--- src/rtl/raizing_soundlatch_bridge.sv ---
// Main-to-sound mailbox: per-channel command FIFOs, single-entry reply latches,
// NMI pulse generator and level sound IRQ.
module raizing_soundlatch_bridge #(
    parameter int unsigned N_CH = 4,
    parameter int unsigned CW = (N_CH > 1) ? $clog2(N_CH) : 1,
    parameter int unsigned DW = 8,
    parameter int unsigned DEPTH = 1,
    parameter logic [N_CH-1:0] NMI_MASK = {N_CH{1'b1}},
    parameter int unsigned NMI_LEN = 4
) (
    input  logic            CLK,
    input  logic            RESET_N,
    input  logic            M_WR,
    input  logic [CW-1:0]   M_WCH,
    input  logic [DW-1:0]   M_DIN,
    output logic [N_CH-1:0] M_FULL,
    output logic [N_CH-1:0] M_OVF,
    input  logic [N_CH-1:0] M_OVF_CLR,
    input  logic            M_RD,
    input  logic [CW-1:0]   M_RCH,
    output logic [DW-1:0]   M_DOUT,
    output logic [N_CH-1:0] M_REPLY_VALID,
    input  logic            S_RD,
    input  logic [CW-1:0]   S_RCH,
    output logic [DW-1:0]   S_DOUT,
    output logic [N_CH-1:0] S_PENDING,
    input  logic            S_WR,
    input  logic [CW-1:0]   S_WCH,
    input  logic [DW-1:0]   S_DIN,
    output logic            NMI,
    output logic            SNDIRQ
);

    localparam int unsigned PW   = (DEPTH > 1) ? $clog2(DEPTH) : 1;
    localparam int unsigned CNTW = $clog2(DEPTH) + 1;

    logic [DW-1:0]   fifo_mem [N_CH][DEPTH];
    logic [PW-1:0]   wptr_q   [N_CH];
    logic [PW-1:0]   wptr_d   [N_CH];
    logic [PW-1:0]   rptr_q   [N_CH];
    logic [PW-1:0]   rptr_d   [N_CH];
    logic [CNTW-1:0] count_q  [N_CH];
    logic [CNTW-1:0] count_d  [N_CH];
    logic [DW-1:0]   reply_q  [N_CH];
    logic [DW-1:0]   reply_d  [N_CH];

    logic [N_CH-1:0] w_hit, r_hit, swr_hit, mrd_hit;
    logic [N_CH-1:0] push_ok, pop_ok;
    logic [N_CH-1:0] full_q, full_d, ovf_q, ovf_d, pend_q, pend_d, valid_q, valid_d;
    logic [DW-1:0]   s_dout_q, s_dout_d, m_dout_q, m_dout_d;
    logic [7:0]      nmi_cnt_q, nmi_cnt_d;
    logic            nmi_q, nmi_d;

    function automatic logic [PW-1:0] ptr_inc(input logic [PW-1:0] p);
        if (p == PW'(DEPTH - 1)) return '0;
        return p + PW'(1);
    endfunction

    always_comb begin
        s_dout_d = s_dout_q;
        m_dout_d = m_dout_q;
        for (int ch = 0; ch < N_CH; ch++) begin
            // Out-of-range indices never match any channel, so those strobes fall through.
            w_hit[ch]   = M_WR && (M_WCH == CW'(ch));
            r_hit[ch]   = S_RD && (S_RCH == CW'(ch));
            swr_hit[ch] = S_WR && (S_WCH == CW'(ch));
            mrd_hit[ch] = M_RD && (M_RCH == CW'(ch));

            pop_ok[ch]  = r_hit[ch] && (count_q[ch] != '0);
            // A simultaneous pop frees a slot, so a push onto a full FIFO still lands.
            push_ok[ch] = w_hit[ch] && ((count_q[ch] != CNTW'(DEPTH)) || pop_ok[ch]);

            wptr_d[ch]  = push_ok[ch] ? ptr_inc(wptr_q[ch]) : wptr_q[ch];
            rptr_d[ch]  = pop_ok[ch] ? ptr_inc(rptr_q[ch]) : rptr_q[ch];
            count_d[ch] = count_q[ch];
            if (push_ok[ch] && !pop_ok[ch]) count_d[ch] = count_q[ch] + CNTW'(1);
            if (pop_ok[ch] && !push_ok[ch]) count_d[ch] = count_q[ch] - CNTW'(1);

            full_d[ch] = (count_d[ch] == CNTW'(DEPTH));
            pend_d[ch] = (count_d[ch] != '0);

            ovf_d[ch] = ovf_q[ch];
            if (M_OVF_CLR[ch]) ovf_d[ch] = 1'b0;
            if (w_hit[ch] && !push_ok[ch]) ovf_d[ch] = 1'b1;

            if (pop_ok[ch]) s_dout_d = fifo_mem[ch][rptr_q[ch]];

            if (mrd_hit[ch]) m_dout_d = reply_q[ch];
            reply_d[ch] = swr_hit[ch] ? S_DIN : reply_q[ch];
            valid_d[ch] = swr_hit[ch] | (valid_q[ch] & ~mrd_hit[ch]);
        end

        if (|(push_ok & NMI_MASK))  nmi_cnt_d = 8'(NMI_LEN);
        else if (nmi_cnt_q != '0)   nmi_cnt_d = nmi_cnt_q - 8'd1;
        else                        nmi_cnt_d = nmi_cnt_q;
        nmi_d = (nmi_cnt_d != '0);
    end

    // Storage is deliberately left unreset.
    always_ff @(posedge CLK) begin
        for (int ch = 0; ch < N_CH; ch++) begin
            if (push_ok[ch]) fifo_mem[ch][wptr_q[ch]] <= M_DIN;
        end
    end

    always_ff @(posedge CLK or negedge RESET_N) begin
        if (!RESET_N) begin
            for (int ch = 0; ch < N_CH; ch++) begin
                wptr_q[ch]  <= '0;
                rptr_q[ch]  <= '0;
                count_q[ch] <= '0;
                reply_q[ch] <= '0;
            end
            full_q    <= '0;
            ovf_q     <= '0;
            pend_q    <= '0;
            valid_q   <= '0;
            s_dout_q  <= '0;
            m_dout_q  <= '0;
            nmi_cnt_q <= '0;
            nmi_q     <= 1'b0;
        end else begin
            for (int ch = 0; ch < N_CH; ch++) begin
                wptr_q[ch]  <= wptr_d[ch];
                rptr_q[ch]  <= rptr_d[ch];
                count_q[ch] <= count_d[ch];
                reply_q[ch] <= reply_d[ch];
            end
            full_q    <= full_d;
            ovf_q     <= ovf_d;
            pend_q    <= pend_d;
            valid_q   <= valid_d;
            s_dout_q  <= s_dout_d;
            m_dout_q  <= m_dout_d;
            nmi_cnt_q <= nmi_cnt_d;
            nmi_q     <= nmi_d;
        end
    end

    assign M_FULL        = full_q;
    assign M_OVF         = ovf_q;
    assign M_DOUT        = m_dout_q;
    assign M_REPLY_VALID = valid_q;
    assign S_DOUT        = s_dout_q;
    assign S_PENDING     = pend_q;
    assign NMI           = nmi_q;
    assign SNDIRQ        = |pend_q;

endmodule

--- config.mk ---
export PLATFORM = sky130hd
export DESIGN_NAME = raizing_soundlatch_bridge
export DESIGN_NICKNAME = d
export VERILOG_FILES = /design/src/rtl/raizing_soundlatch_bridge.sv
export SDC_FILE = /design/constraint.sdc
export NUM_CORES = 1
export LEC_CHECK = 0
export ABC_AREA = 0
export CAP_MARGIN = 20
export CELL_PAD_IN_SITES_DETAIL_PLACEMENT = 0
export CELL_PAD_IN_SITES_GLOBAL_PLACEMENT = 1
export CORE_ASPECT_RATIO = 1.2
export CORE_UTILIZATION = 43
export DETAILED_ROUTE_END_ITERATION = 10
export GPL_TIMING_DRIVEN = 1
export HOLD_SLACK_MARGIN = 0.03
export PLACE_DENSITY = 0.89
export SLEW_MARGIN = 20
export SYNTH_ARGS = -nofsm -noshare
export SYNTH_HDL_FRONTEND = slang
export SYNTH_SLANG_ARGS = --single-unit
export TNS_END_PERCENT = 100
--- constraint.sdc ---
create_clock -name CLK -period 1.8 [get_ports CLK]
set_input_delay 0.36 -clock CLK [delete_from_list [all_inputs] [get_ports CLK]]
set_output_delay 0.36 -clock CLK [all_outputs]
set_load 0.02 [all_outputs]
==> metrics.yaml <==
placed_design:
  numPortBuffers: 67
  gp_congestion: 0.824
  post-dp-hpwl_um: 6880
sta:
  worst_clock_skew_ns: 0.00588
  rsz0062_at_grt: "false"
  slew-limit-headroom_pct: 69.9
  final-max-slew-violation-count: 0
  tightest_slew_ns: 0.452
  final.min_clock_period_ns: 1.76
  fmax_ghz: 0.567
  setup_viol: 0
  finalCritPeriodShare_pct: 98.0
  finalHoldViolCount: 0
global_routing:
  grt_busiest_layer: "met2"
  track_usage_pct: 18.8
  grt_pass1_wl_um: 15300
  antenna_found_initial: 0
  grt_overflow_total: 0
  grt_max_degree: 54
  grt_use_met3_pct: 2.87
  use_met1_pct: 22.5
  met2_usage_pct: 33.0
  grt_pass1_vias: 3133
die:
  initial_core_util_pct: 44.5
  fp.dieW_um: 95.3
  placementRows: 40
  die_area_sq_um: 10900
  core_area_sq_um: 10100
  die_h_um: 114
  pin_count: 68
hold_path:
  worstHoldEndpoint: "M_REPLY_VALID[3]$_DFF_PN0_"
  hold-path-cell-count: 2
  hold_start: "M_REPLY_VALID[3]$_DFF_PN0_"
  hp-class: "reg2reg"
status:
  outcome: "finished, final reports clean"
cts:
  cts.sinks: 101
  cts_max_path_buffers: 2
  cts_setup_buffers: 0
  tritoncts: "yes"
  numCtsBuffers: 9
  cts_max_level: 3
  cts_root_buf: "clkbuf_16"
  clk_pin_slew_ns: 0.07
  clk_latency_ns: 0.34
drt:
  wl_um: 9530
  viasPerCell: 5.34
  wl_per_cell_um: 16.0
  ant_nets: 0
  firstDrtPassIters: 4
  drc: 0
  drtIter0Drc: 132
  dr_total_vias: 3187
critical_path:
  endpoint_kind: "output port"
  arrival_ns: 1.40
  timing.rr.end: "NMI$_DFF_PN0_"
  r2r_start: "nmi_cnt_q[0]$_DFF_PN0_"
  max_stage_delay_ns: 0.53
  reg2regPathDepth: 7
  cp_max_fo: 2
  path_cells: "or4_4, buf_6"
  startpoint_type: "flip-flop"
  r2r_setup_slack_ns: 0.14
  worstSetupPathType: "reg2out"
  cp_data_required_time_ns: 1.44
  slowest_stage: "or4_4"
cells_and_area:
  final_cell_mix: "dfrtp_1, clkdlybuf4s50_1, nand2_1, buf_4"
  n_fill_cell: 846
  mostFrequentLayoutCell: "dfrtp_1"
  final_util_pct: 59.2
  drive_gt1_share_pct: 23.1
  syn2layout_area_growth_pct: 33.1
  antenna_cells: 0
  final_nets: 504
synth:
  syn_area_per_cell_sq_um: 12.6
  post-synth-top-area-fraction_pct: 38.4
  yosys_warnings: 0
  synth_ff_type: "dfrtp_1"
  async_flop_share_pct: 68.3
  synth-edff-count: 32
  yosysTopAreaCell: "dfrtp_1"
  ys_seq_area_share_pct: 59.8
  syn-instance-count: 358
  netlist_area_sq_um: 4500
  synthDistinctLibCells: 53
  syn_nets: 396
  ys_ff_latch: 101
  synth_area_leaders: "dfrtp_1, edfxtp_1, mux2_2"
run:
  maxCapViolCount: 0
power:
  totalPowerFinal_w: 0.00669
  leakagePower_nw: 2.47
  powerDensity_nw_per_um2: 1120
  vdd_drop_max_mv: 0.463
-- worst max-delay path by stage --
stage / depth (start not counted) / to / start
2_1_floorplan: 3 / fifo_mem[0][0]$_DFFE_PP_ / M_WCH[0]
3_3_place_gp: 6 / fifo_mem[3][3]$_DFFE_PP_ / S_RCH[1]
3_5_place_dp: 6 / S_DOUT[0]$_DFFE_PN0P_ / S_RD
4_1_cts: 2 / SNDIRQ / S_PENDING[2]$_DFFE_PN0P_
5_1_grt: 2 / SNDIRQ / S_PENDING[2]$_DFFE_PN0P_
6_report: 2 / SNDIRQ / S_PENDING[2]$_DFFE_PN0P_
-- cell usage after synthesis, types with 2 or more instances --
library cell and number:
nor2b_1 2, o211ai_1 9, nand3b_1 8, or3b_1 2, mux2i_1 9, nor3_1 3, buf_4 6, nand2b_1 5
buf_6 2, mux2_1 9, buf_2 4, xor2_1 2, inv_1 15, dfrtp_1 69, edfxtp_1 32, nor2_1 9
xnor2_1 3, o22ai_1 13, nand3_1 5, a21oi_1 5, nand4_1 2, or3b_2 2, clkbuf_1 4, nand2_1 36
o221ai_1 8, o21ai_0 3, mux2_2 31, ha_1 4, o21ai_1 32
-- sequential cells by signal (all words and copies together), names as in the netlist --
name and count:
fifo_mem 32, S_DOUT 8, S_PENDING 3, M_REPLY_VALID 4
nmi_cnt_q 8, count_q 1, M_OVF 4, NMI 1
reply_q 32, M_DOUT 8
-- critical path: cells and delay by family (launching register included) --
family | cells | cell delay, ns
buffers and inverters | 1 | 0.14
flip-flops | 1 | 0.38
AND/OR/NAND/NOR | 1 | 0.53
-- cell families (layout without fill, tap and decap cells) --
kind of cell,Yosys count,in the layout,share of synthesized area [%]
flops,101,101,59.8
fa+ha+maj,4,4,1.11
simple gates,85,85,10.6
mux,49,49,12.0
buf+inv,33,146,3.70
compound gates,80,80,11.5
xor+xnor,6,6,1.34
-- cell type report --
type | count | area [sq um] | share of cell area [%]
Timing Repair Buffer | 114 | 1140 | 19.0
Inverter | 16 | 60.1 | 1.00
Clock buffer | 10 | 229 | 3.83
Multi-Input combinational cell | 224 | 1650 | 27.5
Sequential cell | 101 | 2690 | 44.9
Clock inverter | 6 | 63.8 | 1.07
Tap cell | 126 | 158 | 2.63
-- per-stage QoR --
| step | TNS (ns) | setup WS (ns) | std cells | area (sq um) | hold WS [ns] |
|---|---|---|---|---|---|
| 2_1_floorplan | 0 | 0.158 | 358 | 4500 | 0.0644 |
| 3_3_place_gp | -5.66 | -0.152 | 580 | 5690 | 0.320 |
| 3_5_place_dp | -6.72 | -0.176 | 580 | 5690 | 0.329 |
| 4_1_cts | 0 | 0.0291 | 597 | 5970 | 0.482 |
| 5_1_grt | 0 | 0.00414 | 597 | 5980 | 0.513 |
| 6_report | 0 | 0.0366 | 597 | 5980 | 0.485 |
-- power by group --
group	internal (W)	switching, W
clock	0.00108	0.000836
sequential	0.00274	0.000252
combinational	0.000897	0.000890
-- per-layer routing --
layer | wire [um] | share of wire [%] | up-vias
met5 | 0 | 0 | -
met1 | 3900 | 41 | 1568
li1 | - | - | 1529
met4 | 118 | 1.2 | 0
met3 | 398 | 4.2 | 9
met2 | 5110 | 54 | 81
-- timing repair --
action	in CTS	in global routing
endpoints found under the setup margin	9	1
resized for setup	12	3
endpoints found under the hold margin	16	0
hold buffers	1	0
No activity file was read; power rests on OpenSTA's default activity.
